[src/rtl/mem_data_port_pkg.sv]
// mem_data_port_pkg
// Shared definitions for the data-memory port: load-kind encodings, the
// port FSM state encoding, the bus wait limit and a zero word constant.
// Also holds the misalignment rule, used by the port when the
// MEM_ALIGN_CHECK_EN macro is defined.
package mem_data_port_pkg;

  // Load kinds as presented on the loadop input
  typedef enum logic [2:0] {
    NOP = 3'd0,
    LB  = 3'd1,
    LBU = 3'd2,
    LH  = 3'd3,
    LHU = 3'd4,
    LW  = 3'd5
  } loadop_e;

  // Port FSM states
  typedef enum logic [1:0] {
    IDLE = 2'd0,
    BUSY = 2'd1,
    DONE = 2'd2
  } state_e;

  localparam logic [7:0]  TIMEOUT_MAX = 8'd255;
  localparam logic [31:0] ZERO_WORD   = 32'h0000_0000;

  // A load is judged by its kind; a store by its byte enables.
  // Halfwords need an even address, words need a word-aligned address.
  function automatic logic isMisaligned(input logic [1:0] addrLow,
                                        input logic [3:0] sel,
                                        input logic [2:0] op);
    logic bad;
    bad = 1'b0;
    if (op != NOP) begin
      if (op == LH || op == LHU) bad = addrLow[0];
      else if (op == LW)         bad = (addrLow != 2'b00);
    end else begin
      if (sel == 4'b0011 || sel == 4'b1100) bad = addrLow[0];
      else if (sel == 4'b1111)              bad = (addrLow != 2'b00);
    end
    return bad;
  endfunction

endpackage

[src/rtl/mem_load_extract.sv]
// mem_load_extract
// Purely combinational load lane selection on a little-endian 32-bit word.
// Ports:
//   rdata  - word returned by the RAM
//   addr   - low two bits of the byte address of the load
//   loadop - load kind (NOP/LB/LBU/LH/LHU/LW)
//   word   - extracted, sign- or zero-extended writeback value
module mem_load_extract
  import mem_data_port_pkg::*;
(
  input  logic [31:0] rdata,
  input  logic [1:0]  addr,
  input  logic [2:0]  loadop,
  output logic [31:0] word
);

  logic [7:0]  laneByte;
  logic [15:0] laneHalf;

  // Pick the addressed byte and halfword lane first, then extend it
  // according to the load kind. Unknown kinds produce zero.
  always_comb begin
    laneByte = rdata[7:0];
    case (addr)
      2'b00:   laneByte = rdata[7:0];
      2'b01:   laneByte = rdata[15:8];
      2'b10:   laneByte = rdata[23:16];
      default: laneByte = rdata[31:24];
    endcase
    laneHalf = addr[1] ? rdata[31:16] : rdata[15:0];

    word = ZERO_WORD;
    case (loadop)
      LB:      word = {{24{laneByte[7]}}, laneByte};
      LBU:     word = {24'h000000, laneByte};
      LH:      word = {{16{laneHalf[15]}}, laneHalf};
      LHU:     word = {16'h0000, laneHalf};
      LW:      word = rdata;
      default: word = ZERO_WORD;
    endcase
  end

endmodule

[src/rtl/mem_data_port.sv]
// mem_data_port
// Turns a single-cycle load/store request from the pipeline into a
// handshaked RAM transaction, stalling upstream until the access resolves.
// Optional feature: define MEM_ALIGN_CHECK_EN to reject misaligned
// halfword/word accesses with an alignErr pulse instead of a bus access.
// Ports:
//   clk, rst          - clock, synchronous active-high reset
//   memEnable         - request valid this cycle
//   ramAddr, ramSel   - byte address, store byte enables (0000 = not a store)
//   loadop            - load kind (NOP = not a load; load wins over store)
//   storeData         - store data, already lane-replicated
//   stallReq          - freeze upstream while the access is outstanding
//   result            - load writeback data (0 for stores and timeouts)
//   resultValid       - one-cycle strobe when an access completes
//   bus_req/we/addr/sel/wdata - RAM request, held stable until bus_ack
//   bus_rdata, bus_ack        - RAM response
//   busTimeout        - one-cycle strobe for an abandoned access
//   alignErr          - one-cycle strobe for a rejected misaligned access
module mem_data_port
  import mem_data_port_pkg::*;
(
  input  logic        clk,
  input  logic        rst,
  input  logic        memEnable,
  input  logic [31:0] ramAddr,
  input  logic [3:0]  ramSel,
  input  logic [2:0]  loadop,
  input  logic [31:0] storeData,
  output logic        stallReq,
  output logic [31:0] result,
  output logic        resultValid,
  output logic        bus_req,
  output logic        bus_we,
  output logic [31:0] bus_addr,
  output logic [3:0]  bus_sel,
  output logic [31:0] bus_wdata,
  input  logic [31:0] bus_rdata,
  input  logic        bus_ack,
  output logic        busTimeout,
  output logic        alignErr
);

  state_e      state, nextState;
  logic [31:0] addrReg, wdataReg, resultReg, loadWord;
  logic [3:0]  selReg;
  logic [2:0]  loadopReg;
  logic [7:0]  waitCount;
  logic        timeoutReg, alignErrReg;
  logic        reqLoad, reqStore, reqValid, reqMisaligned, accept;
  logic        busLoad, timeoutHit;

  assign reqLoad  = (loadop != NOP);
  assign reqStore = !reqLoad && (ramSel != 4'b0000);
  assign reqValid = memEnable && (reqLoad || reqStore);

`ifdef MEM_ALIGN_CHECK_EN
  assign reqMisaligned = isMisaligned(ramAddr[1:0], ramSel, loadop);
`else
  assign reqMisaligned = 1'b0;
`endif

  assign accept  = !rst && (state == IDLE) && reqValid && !reqMisaligned;
  assign busLoad = (loadopReg != NOP);

  // The wait counter reads N during the (N+1)th BUSY cycle, so seeing
  // TIMEOUT_MAX-1 without an ack means this is the last cycle we wait.
  // An ack in that same cycle still completes normally.
  assign timeoutHit = (state == BUSY) && !bus_ack &&
                      (waitCount == TIMEOUT_MAX - 8'd1);

  mem_load_extract u_extract (
    .rdata  (bus_rdata),
    .addr   (addrReg[1:0]),
    .loadop (loadopReg),
    .word   (loadWord)
  );

  // Next-state and output decode. Every output is forced low while rst is
  // high; the bus request is otherwise a pure function of BUSY and the
  // latched request, which keeps it stable until the ack.
  always_comb begin
    nextState = state;
    stallReq  = 1'b0;
    bus_req   = 1'b0;
    bus_we    = 1'b0;
    bus_addr  = ZERO_WORD;
    bus_sel   = 4'b0000;
    bus_wdata = ZERO_WORD;
    case (state)
      IDLE: begin
        stallReq = accept;
        if (accept) nextState = BUSY;
      end
      BUSY: begin
        stallReq  = !rst;
        bus_req   = !rst;
        bus_we    = !rst && !busLoad;
        bus_addr  = rst ? ZERO_WORD : {addrReg[31:2], 2'b00};
        bus_sel   = rst ? 4'b0000 : (busLoad ? 4'b1111 : selReg);
        bus_wdata = (rst || busLoad) ? ZERO_WORD : wdataReg;
        if (bus_ack || timeoutHit) nextState = DONE;
      end
      DONE:    nextState = IDLE;
      default: nextState = IDLE;
    endcase
  end

  assign resultValid = !rst && (state == DONE);
  assign busTimeout  = !rst && timeoutReg;
  assign alignErr    = !rst && alignErrReg;
  assign result      = rst ? ZERO_WORD : resultReg;

  // State, request capture, wait counting and result update. A request
  // is latched only on acceptance, so anything presented in BUSY or DONE
  // has no effect. The timeout and alignment flags are one-cycle pulses.
  always_ff @(posedge clk) begin
    if (rst) begin
      state       <= IDLE;
      addrReg     <= ZERO_WORD;
      wdataReg    <= ZERO_WORD;
      selReg      <= 4'b0000;
      loadopReg   <= NOP;
      waitCount   <= 8'd0;
      resultReg   <= ZERO_WORD;
      timeoutReg  <= 1'b0;
      alignErrReg <= 1'b0;
    end else begin
      state       <= nextState;
      timeoutReg  <= 1'b0;
      alignErrReg <= (state == IDLE) && reqValid && reqMisaligned;
      if (accept) begin
        addrReg   <= ramAddr;
        selReg    <= ramSel;
        loadopReg <= loadop;
        wdataReg  <= storeData;
        waitCount <= 8'd0;
      end else if (state == BUSY) begin
        if (bus_ack) begin
          resultReg <= busLoad ? loadWord : ZERO_WORD;
        end else begin
          waitCount <= waitCount + 8'd1;
          if (timeoutHit) begin
            resultReg  <= ZERO_WORD;
            timeoutReg <= 1'b1;
          end
        end
      end
    end
  end

endmodule

[config.mk]
export PLATFORM = sky130hd
export DESIGN_NAME = mem_data_port
export DESIGN_NICKNAME = d
export VERILOG_FILES = /design/src/rtl/mem_data_port_pkg.sv /design/src/rtl/mem_load_extract.sv /design/src/rtl/mem_data_port.sv
export SDC_FILE = /design/constraint.sdc
export NUM_CORES = 1
export LEC_CHECK = 0
export CELL_PAD_IN_SITES_DETAIL_PLACEMENT = 1
export CELL_PAD_IN_SITES_GLOBAL_PLACEMENT = 1
export CORE_MARGIN = 4
export CORE_UTILIZATION = 25
export CTS_BUF_LIST = sky130_fd_sc_hd__clkbuf_8
export DETAILED_ROUTE_END_ITERATION = 8
export MAX_ROUTING_LAYER = met4
export PLACE_DENSITY = 0.68
export SYNTH_ARGS = -nofsm -noshare
export SYNTH_HDL_FRONTEND = slang
export SYNTH_SLANG_ARGS = --single-unit
export TNS_END_PERCENT = 20
[constraint.sdc]
create_clock -name clk -period 5.75 [get_ports clk]
set_clock_uncertainty 0.1 [all_clocks]
set_input_delay 0.575 -clock clk [delete_from_list [all_inputs] [get_ports clk]]
set_output_delay 0.575 -clock clk [all_outputs]
set_load 0.03 [all_outputs]
==> qor.yml <==
netlist_area_um2: 5820
cts_sinks: 114
tightestPinTransition_ns: 1.29
wl_per_cell_um: 17.0
yosysWarnings: 0
clk_latency_ns: 0.44
fin_nets: 1007
via_per_inst: 4.68
finalNonFillerCells: 1226
dp_hpwl_um: 14300
cts.clk_slew.worst_paths_ns: 0.08
ys_seq_area_share_pct: 39.2
hold_slack_ns: 0.354
cts_made_buffers: 17
avgSynthCellArea_um2: 8.01
ys_types: 42
dieWidth_um: 161
min_period_over_period_pct: 68.2
p_comb_share_pct: 14.3
max_slew_margin_pct: 14.0
netlist.area_leader.share_pct: 39.2
worstPathArrival_ns: 3.25
outcome: "finished, final reports clean"
grt-ovfl-total: 0
die_area_um2: 25800
hold_violations: 0
place_inst: 1192
cts_hold_buf: 0
fmax_mhz: 255
period_minus_slack_ns: 3.92
start_util_pct: 25.5
grt_pass1_vias: 5816
cts_root_buffer: "clkbuf_8"
vias: 5742
p_leak_uw: 0.00286
cp_max_fo: 33
synth_edf_count: 0
netlist_top_cells_area: "dfxtp_1 (39%), nand2_1 (9.4%), a21oi_1 (7.7%)"
seq_power_share_pct: 45.0
slew_viol_final: 0
ys_ff_latch: 114
area_growth_pct: 44.8
gr-usage-all-layers_pct: 16.4
io_pins: 213
crit_slowest_cell: "nor2_2"
critPathMaxStageDelay_ns: 0.81
fin_area_um2: 8420
crit_path_end_kind: "output pin"
p_int_uw: 1340
grt_max_degree: 85
io_buffers: 209
fin_ws_ns: 1.83
pre_cts_slack_ns: 1.93
cts_tree: "yes"
die_height_um: 161
drt_iter0_drc: 271
crit_required_ns: 5.08
antenna_found_initial: 2
cts-htree-levels: 4
start_kind: "flop"
rsz0062_at_grt: "no"
switchingPower_uw: 517
cts_resized: 0
cap_violations: 0
grt_pass1_wl_um: 32900
antenna_left: 0
gp_congestion: 0.737
powerDensity_nw_per_um2: 220
core_area_um2: 22800
setup_violations: 0
drc: 0
clk_path_buf_depth: 2
final_common_cell: "clkdlybuf4s50_1"
dpl_cell_area_um2: 8030
num_rows: 55
syn-instance-count: 726
first_pass_iters: 4
switching_share_pct: 27.9
drive_above_1_share_pct: 6.37
crit_chain: "or3_1, nor2_2, and2_1, clkdlybuf4s50_1"
hold_path.class: "reg2reg"
ir_drop_v: 0.000121
totalWireLength_um: 20800
criticalPathCategory: "reg2out"
synth_ff_type: "dfxtp_1"
tns_ns: 0
final_cell_mix: "clkdlybuf4s50_1 (208), nand2_1 (146), dfxtp_1 (114), a21oi_1 (88), and2_1 (65)"
p_clk_share_pct: 40.7
cts_setup_buffers: 0
yosysTopAreaCell: "dfxtp_1"
async_flop_share_pct: 0
-- Yosys cell counts, types with 2 or more instances --
cell	count
a211oi_1	9
a21oi_1	89
a221oi_1	7
a22o_1	15
and2_1	65
and3b_1	8
buf_2	4
buf_4	9
buf_6	8
clkbuf_1	44
dfxtp_1	114
ha_1	2
inv_1	45
mux2i_1	16
mux4_2	8
nand2_1	146
nand2b_1	2
nand3_1	3
nand4_1	4
nor2_1	50
nor2b_1	3
nor3b_1	2
o21ai_0	2
o2bb2ai_1	8
o32ai_1	40
xor2_1	7
-- sequential cells by signal, summed over array words and instances, names as in the netlist --
name,flops
addrReg,32
waitCount,8
wdataReg,32
state,2
timeoutReg,1
selReg,4
loadopReg,3
resultReg,32
-- through the flow --
stage,utilization [%],total power (µW)
after global routing,37.0,1950
after detailed placement,35.2,1120
after floorplan,-,993
after CTS,37.0,1890
final,37.0,1850
after global placement,35.2,1110
-- critical path, delay by kind of cell, from the launching register on --
kind	cells	cell delay [ns]
buffers and inverters	1	0.69
AND/OR/NAND/NOR	3	1.60
flip-flops	1	0.51
-- power by group through the flow --
stage	clock network [µW]	registers, µW	logic (µW)
finish	754	834	264
global route	827	837	289
CTS	787	834	268
detailed placement	0	852	266
global placement	0	852	262
floorplan	0	841	152
-- cell type report --
type	instances	area, µm²
clock buffer	18	248
antenna	2	5.00
sequential	114	2280
inverter	45	169
multi-input combinational	503	3040
tap	313	392
timing repair buffer	217	2150
clock inverter	14	141
fill	2700	14400
-- cells by family (layout without fill, tap and decap cells) --
kind of cell	Yosys count	count (layout)	share of synthesized area, %
and+or+nand+nor	293	293	24.0
AOI/OAI and AO/OA	173	173	20.4
DFF	114	114	39.2
buffers and inverters	111	294	8.86
muxes	24	24	5.85
xor gates and xnor gates	8	8	1.20
adders and majority gates	2	2	0.430
other	1	5	0.0645
-- per-layer routing --
| metal | GRT usage, % | part of all wire, % |
|---|---|---|
| met1 | 20.9 | 45 |
| met2 | 25.1 | 47 |
| met3 | 5.85 | 7.9 |
| met4 | 3.25 | 0.78 |
| met5 | - | 0 |
-- final timing paths --
path | start | endpoint | slack (ns) | depth (start not counted)
setup reg to reg | state[1] | wdataReg[28] | 2.79 | 5
hold reg to reg | addrReg[12] | addrReg[12] | 0.35 | 2
setup / recovery | loadopReg[0] | bus_wdata[4] | 1.83 | 4
hold / removal | addrReg[12] | addrReg[12] | 0.35 | 2
No activity file was read; power rests on OpenSTA's default activity.
==> patch 1, RTL diff (config.mk and constraints unchanged) <==
The option `MEM_ALIGN_CHECK_EN` is turned on by a define.
--- a/src/rtl/mem_data_port.sv
+++ b/src/rtl/mem_data_port.sv
@@ -17,4 +17,6 @@
 //   busTimeout        - one-cycle strobe for an abandoned access
 //   alignErr          - one-cycle strobe for a rejected misaligned access
+`define MEM_ALIGN_CHECK_EN
+
 module mem_data_port
   import mem_data_port_pkg::*;
Behaviour: not the same (Yosys sat finds a counterexample within 4 cycles, from zero or initial values and one cycle with rst high).
==> patch 1 against the original RTL <==
  * Area after synthesis down 1.1%
  * Wire length grew 3.9%
  * Final area fell by 0.85%
  * Utilization is 0.090 points lower
  * Sequential cell count rose by 1
  * Power grew 2.6%
  * Synthesized cell count decreased by 5.2%
  * Global-route usage up 0.83 points
  * Setup slack improved by 0.22 ns
  * Largest cell class unchanged
==> patch 1: results (changes against the original RTL) <==
{
  "global_routing": {
    "grt_usage": {"value": 0.1720, "change": "was 0.1637"},
    "grt_pass1_wl": {"value": 34230, "unit": "um", "change": "was 32860 um"},
    "via_count_of_the_first_global_routing_pass": {"value": 6004, "change": "was 5816"},
    "antenna_violations_before_repair": {"value": 1, "change": "was 2"},
    "groute.layer.met1.usage": {"value": 0.2162, "change": "was 0.2094"}
  },
  "timing": {
    "timing.slew.headroom": {"value": 0.3138, "change": "was 0.1397"},
    "hold-worst-slack": {"value": 0.3730, "unit": "ns", "change": "was 0.3536 ns"}
  },
  "critical_path": {
    "worstPathMaxFanout": {"value": 76, "change": "was 33"},
    "timing.setup.critical_path_class": {"value": "in -> out", "change": "was reg -> out"},
    "worst_path_dominant_cell_family": {"value": "buffers and inverters", "change": "was simple AND/OR/NAND/NOR gates"},
    "crit_path_top_delay_cell": {"value": "buf_4", "change": "was nor2_2"},
    "worst_setup_path_endpoint": {"value": "stallReq", "change": "was bus_wdata[4]"}
  },
  "cells_and_area": {
    "drive_above_1_share": {"value": 0.07102, "change": "was 0.06367"},
    "num-nonclk-inverters": {"value": 4, "change": "was 45"},
    "final-nonclk-buf-share": {"value": 0.2604, "change": "was 0.2552"},
    "syn2layout_area_growth": {"value": 45.15, "unit": "%", "change": "was 44.75%"},
    "final.signal_buffer_count": {"value": 220, "change": "was 217"},
    "antenna-diode-count": {"value": 1, "change": "was 2"},
    "multiInputGateArea": {"value": 3110, "unit": "um^2", "change": "was 3035 um^2"}
  },
  "synth": {
    "synth_area_per_cell": {"value": 8.362, "unit": "um^2", "change": "was 8.014 um^2"},
    "yosysUniqueCellTypes": {"value": 53, "change": "was 42"},
    "post_synth_most_frequent_cells": {"value": "dfxtp_1 (115), a21oi_1 (77), nand3_1 (71)", "change": "was nand2_1 (146), dfxtp_1 (114), a21oi_1 (89)"}
  },
  "drt": {
    "detail_route.iter0.violations": {"value": 328, "change": "was 271"},
    "detail_route.wirelength.met1": {"value": 9691, "unit": "um", "change": "was 9280 um"},
    "vias_per_cell": {"value": 4.991, "change": "was 4.684"},
    "route.vias.total": {"value": 5785, "change": "was 5742"},
    "detailroute.wirelength.met2": {"value": 9987, "unit": "um", "change": "was 9695 um"}
  },
  "status": {
    "outcome": {"value": "complete, no violations", "change": "unchanged"}
  },
  "placement": {
    "placedInstanceArea": {"value": 7959, "unit": "um^2", "change": "was 8028 um^2"},
    "port-buffer-count": {"value": 210, "change": "was 209"}
  },
  "power": {
    "power.leakage": {"value": 0.002883, "unit": "uW", "change": "was 0.002856 uW"}
  },
  "worst_hold_path": {
    "hold-path-endpoint": {"value": "wdataReg[10]", "change": "was addrReg[12]"}
  }
}
## patch 1: power breakdown
group	switching (uW)	total, uW	leakage, uW	internal, uW
registers	20.5	845	0.000933	824
clock network	341	770	0.000197	429
logic	152	285	0.00175	133
total	514	1900	0.00288	1390
## patch 1: cell families (layout without fill, tap and decap cells)
group / after synthesis / after routing / share of synthesized area
and+or+nand+nor: 264 / 264 / 0.2614
muxes: 10 / 10 / 0.03088
buffers and inverters: 70 / 254 / 0.06285
xor gates and xnor gates: 8 / 8 / 0.01218
DFF: 115 / 115 / 0.4002
AOI/OAI and AO/OA: 218 / 218 / 0.2275
other: 1 / 3 / 0.0006518
adders and majority gates: 2 / 2 / 0.004349
## patch 1: worst reg2reg max path: cells and delay by family (launching register included)
kind / cells / cell delay, ns
AOI/OAI and AO/OA: 1 / 0.17
buffers and inverters: 1 / 0.57
and+or+nand+nor: 3 / 1.37
DFF: 1 / 0.37
==> patch 2, RTL diff (config.mk and constraints unchanged) <==
Made on the original files. The 3 states of `state_e` get a one-hot encoding in 3 bits.
--- a/src/rtl/mem_data_port_pkg.sv
+++ b/src/rtl/mem_data_port_pkg.sv
@@ -17,8 +17,8 @@
 
   // Port FSM states
-  typedef enum logic [1:0] {
-    IDLE = 2'd0,
-    BUSY = 2'd1,
-    DONE = 2'd2
+  typedef enum logic [2:0] {
+    IDLE = 3'b001,
+    BUSY = 3'b010,
+    DONE = 3'b100
   } state_e;
 
Function: same outputs for any inputs over 4 cycles, from zero or initial values and one cycle with rst high; so few cycles prove little.
==> patch 2 against the original RTL <==
  * Via count is 6.2% lower
  * Clock power grew 0.7%
  * Final area fell by 4.4%
  * Power fell by 2.3%
  * Setup slack improved by 0.12 ns
  * Maximum frequency rose by 3.2%
  * Area after synthesis decreased by 6.1%
  * Sequential share of layout area up 1.5 points
  * Synthesized cell count is 4.4% lower
  * Utilization is 0.86 points higher
  * Sequential cell count rose by 1
  * Wire length fell by 7.7%
  * Critical path type unchanged
==> patch 2: results (changes against the original RTL) <==
{
  "status": {
    "outcome": {"value": "complete, no violations", "change": "unchanged"}
  },
  "synth": {
    "warnings_synthesis": {"value": 0, "change": "unchanged"},
    "post_synth_inst_count": {"value": 694, "change": "was 726"},
    "netlist_top_cells_area": {"value": "dfxtp_1 (42%), nand2_1 (10%), a21oi_1 (8.6%), and2_1 (7.1%), o32ai_1 (5.3%)", "change": "was dfxtp_1 (39%), nand2_1 (9.4%), a21oi_1 (7.7%), and2_1 (7.0%), o32ai_1 (6.0%)"},
    "post_synth_most_frequent_cells": {"value": "nand2_1 (146), dfxtp_1 (115), a21oi_1 (94)", "change": "was nand2_1 (146), dfxtp_1 (114), a21oi_1 (89)"},
    "synth.yosys.seq_area_share": {"value": 0.4214, "change": "was 0.3923"},
    "yosysUniqueCellTypes": {"value": 48, "change": "was 42"}
  },
  "drt": {
    "vias_per_cell": {"value": 4.659, "change": "was 4.684"},
    "wirelength_per_cell": {"value": 16.60, "unit": "um", "change": "was 16.96 um"},
    "detailedRoute.firstPassIterationCount": {"value": 4, "change": "unchanged"},
    "detail_route.iter0.violations": {"value": 167, "change": "was 271"},
    "route.vias.total": {"value": 5386, "change": "was 5742"}
  },
  "cts": {
    "cts-root-to-sink-buffers": {"value": 2, "change": "unchanged"},
    "h_tree_lvl_count": {"value": 4, "change": "unchanged"},
    "worst_setup_hold_path_clk_slew_ns": 0.07,
    "cts_setup_buffers": {"value": 0, "change": "unchanged"},
    "cts_made_buffers": {"value": 17, "change": "unchanged"}
  },
  "global_routing": {
    "antenna_violations_before_repair": {"value": 1, "change": "was 2"},
    "grt_pass1_wl": {"value": 29740, "unit": "um", "change": "was 32860 um"},
    "maximum_number_of_pins_on_one_net_before_global_route_repair": {"value": 73, "change": "was 85"},
    "grt_usage": {"value": 0.1594, "change": "was 0.1637"}
  },
  "power": {
    "power.leakage": {"value": 0.002718, "unit": "uW", "change": "was 0.002856 uW"},
    "ir_drop": {"value": 0.1289, "unit": "mV", "change": "was 0.1215 mV"}
  },
  "placement": {
    "placed_cells": {"value": 1125, "change": "was 1192"},
    "port-buffer-count": {"value": 209, "change": "unchanged"},
    "place_hpwl": {"value": 13440, "unit": "um", "change": "was 14270 um"},
    "gp_routability_congestion": {"value": 0.7817, "change": "was 0.7369"}
  },
  "timing": {
    "tightest_slew": {"value": 1.184, "unit": "ns", "change": "was 1.288 ns"}
  },
  "critical_path": {
    "data_arrival_critical_path": {"value": 3.13, "unit": "ns", "change": "was 3.25 ns"}
  },
  "cells_and_area": {
    "design.final.nets": {"value": 978, "change": "was 1007"},
    "drive_above_1_share": {"value": 0.06030, "change": "was 0.06367"},
    "layout.filler_cells": {"value": 2539, "change": "was 2700"},
    "top_regs": {"value": "addrReg x32, resultReg x32, wdataReg x32", "change": "unchanged"}
  }
}
patch 2: changes by cell type after synthesis, moves of 6 or more:
cell,change
clkbuf_1,-15
nor2b_1,+8
buf_6,-6
buf_2,+17
a22o_1,-15
nor2_1,+12
o2bb2ai_1,-8
a211oi_1,-6
and3b_1,-8
o32ai_1,-7
inv_1,-8
mux2i_1,-12
a221oi_1,+6
patch 2: per-layer routing:
metal | GRT usage | vias to the layer above | wire (um)
li1 | - | 2668 | -
met1 | 0.1943 | 2548 | 8471
met2 | 0.2494 | 159 | 8967
met3 | 0.06103 | 11 | 1584
met4 | 0.03877 | 0 | 161
met5 | - | - | 0
patch 2: worst paths after layout:
| kind | start | end | slack [ns] | cells past startpoint |
|---|---|---|---|---|
| min reg2reg | addrReg[27] | addrReg[27] | 0.35 | 2 |
| min | addrReg[27] | addrReg[27] | 0.35 | 2 |
| max | loadopReg[2] | bus_wdata[26] | 1.95 | 4 |
| max reg2reg | state[2] | resultReg[22] | 2.99 | 6 |
patch 2: critical path: stages, from the launching register on:
cell and delay, ns:
dfxtp_1 0.42, or3_1 0.55, nor2_2 0.79, and2_1 0.24, clkdlybuf4s50_1 0.68
patch 2: cells by family (layout without fill, tap and decap cells):
kind of cell               count (synthesis)  count (layout)  synth area share
DFF                                      115             115            0.4214
other                                      1               5         0.0006865
muxes                                     11              11           0.03481
and+or+nand+nor                          309             309            0.2689
buffers and inverters                     98             281           0.07947
xor gates and xnor gates                   6               6          0.009620
AOI/OAI and AO/OA                        152             152            0.1805
adders and majority gates                  2               2          0.004580
patch 2: per-stage QoR:
| stage | area (um^2) | util | worst slack, ns |
|---|---|---|---|
| floorplan | 5470 | - | 2.930 |
| global placement | 7662 | 0.3600 | 1.963 |
| detailed placement | 7662 | 0.3600 | 1.892 |
| CTS | 8048 | 0.3781 | 1.861 |
| global route | 8050 | 0.3782 | 1.599 |
| finish | 8053 | 0.3783 | 1.949 |
patch 2: area by class of cell:
cell class              count  area [um^2]  area share
diodes                      2        5.005   0.0006215
clock buffers              22        302.8     0.03760
clock inverters             7        82.58     0.01025
inverters                  38        142.6     0.01771
multi-input cells         483         2746      0.3410
flip-flops and latches    115         2302      0.2859
well taps                 275        344.1     0.04273
repair buffers            214         2127      0.2641
patch 2: power by group:
group          leakage, uW  switching, uW  internal, uW
combinational      0.00158            103           108
clock             0.000209            329           431
sequential        0.000933           18.8           821
total              0.00272            450          1360
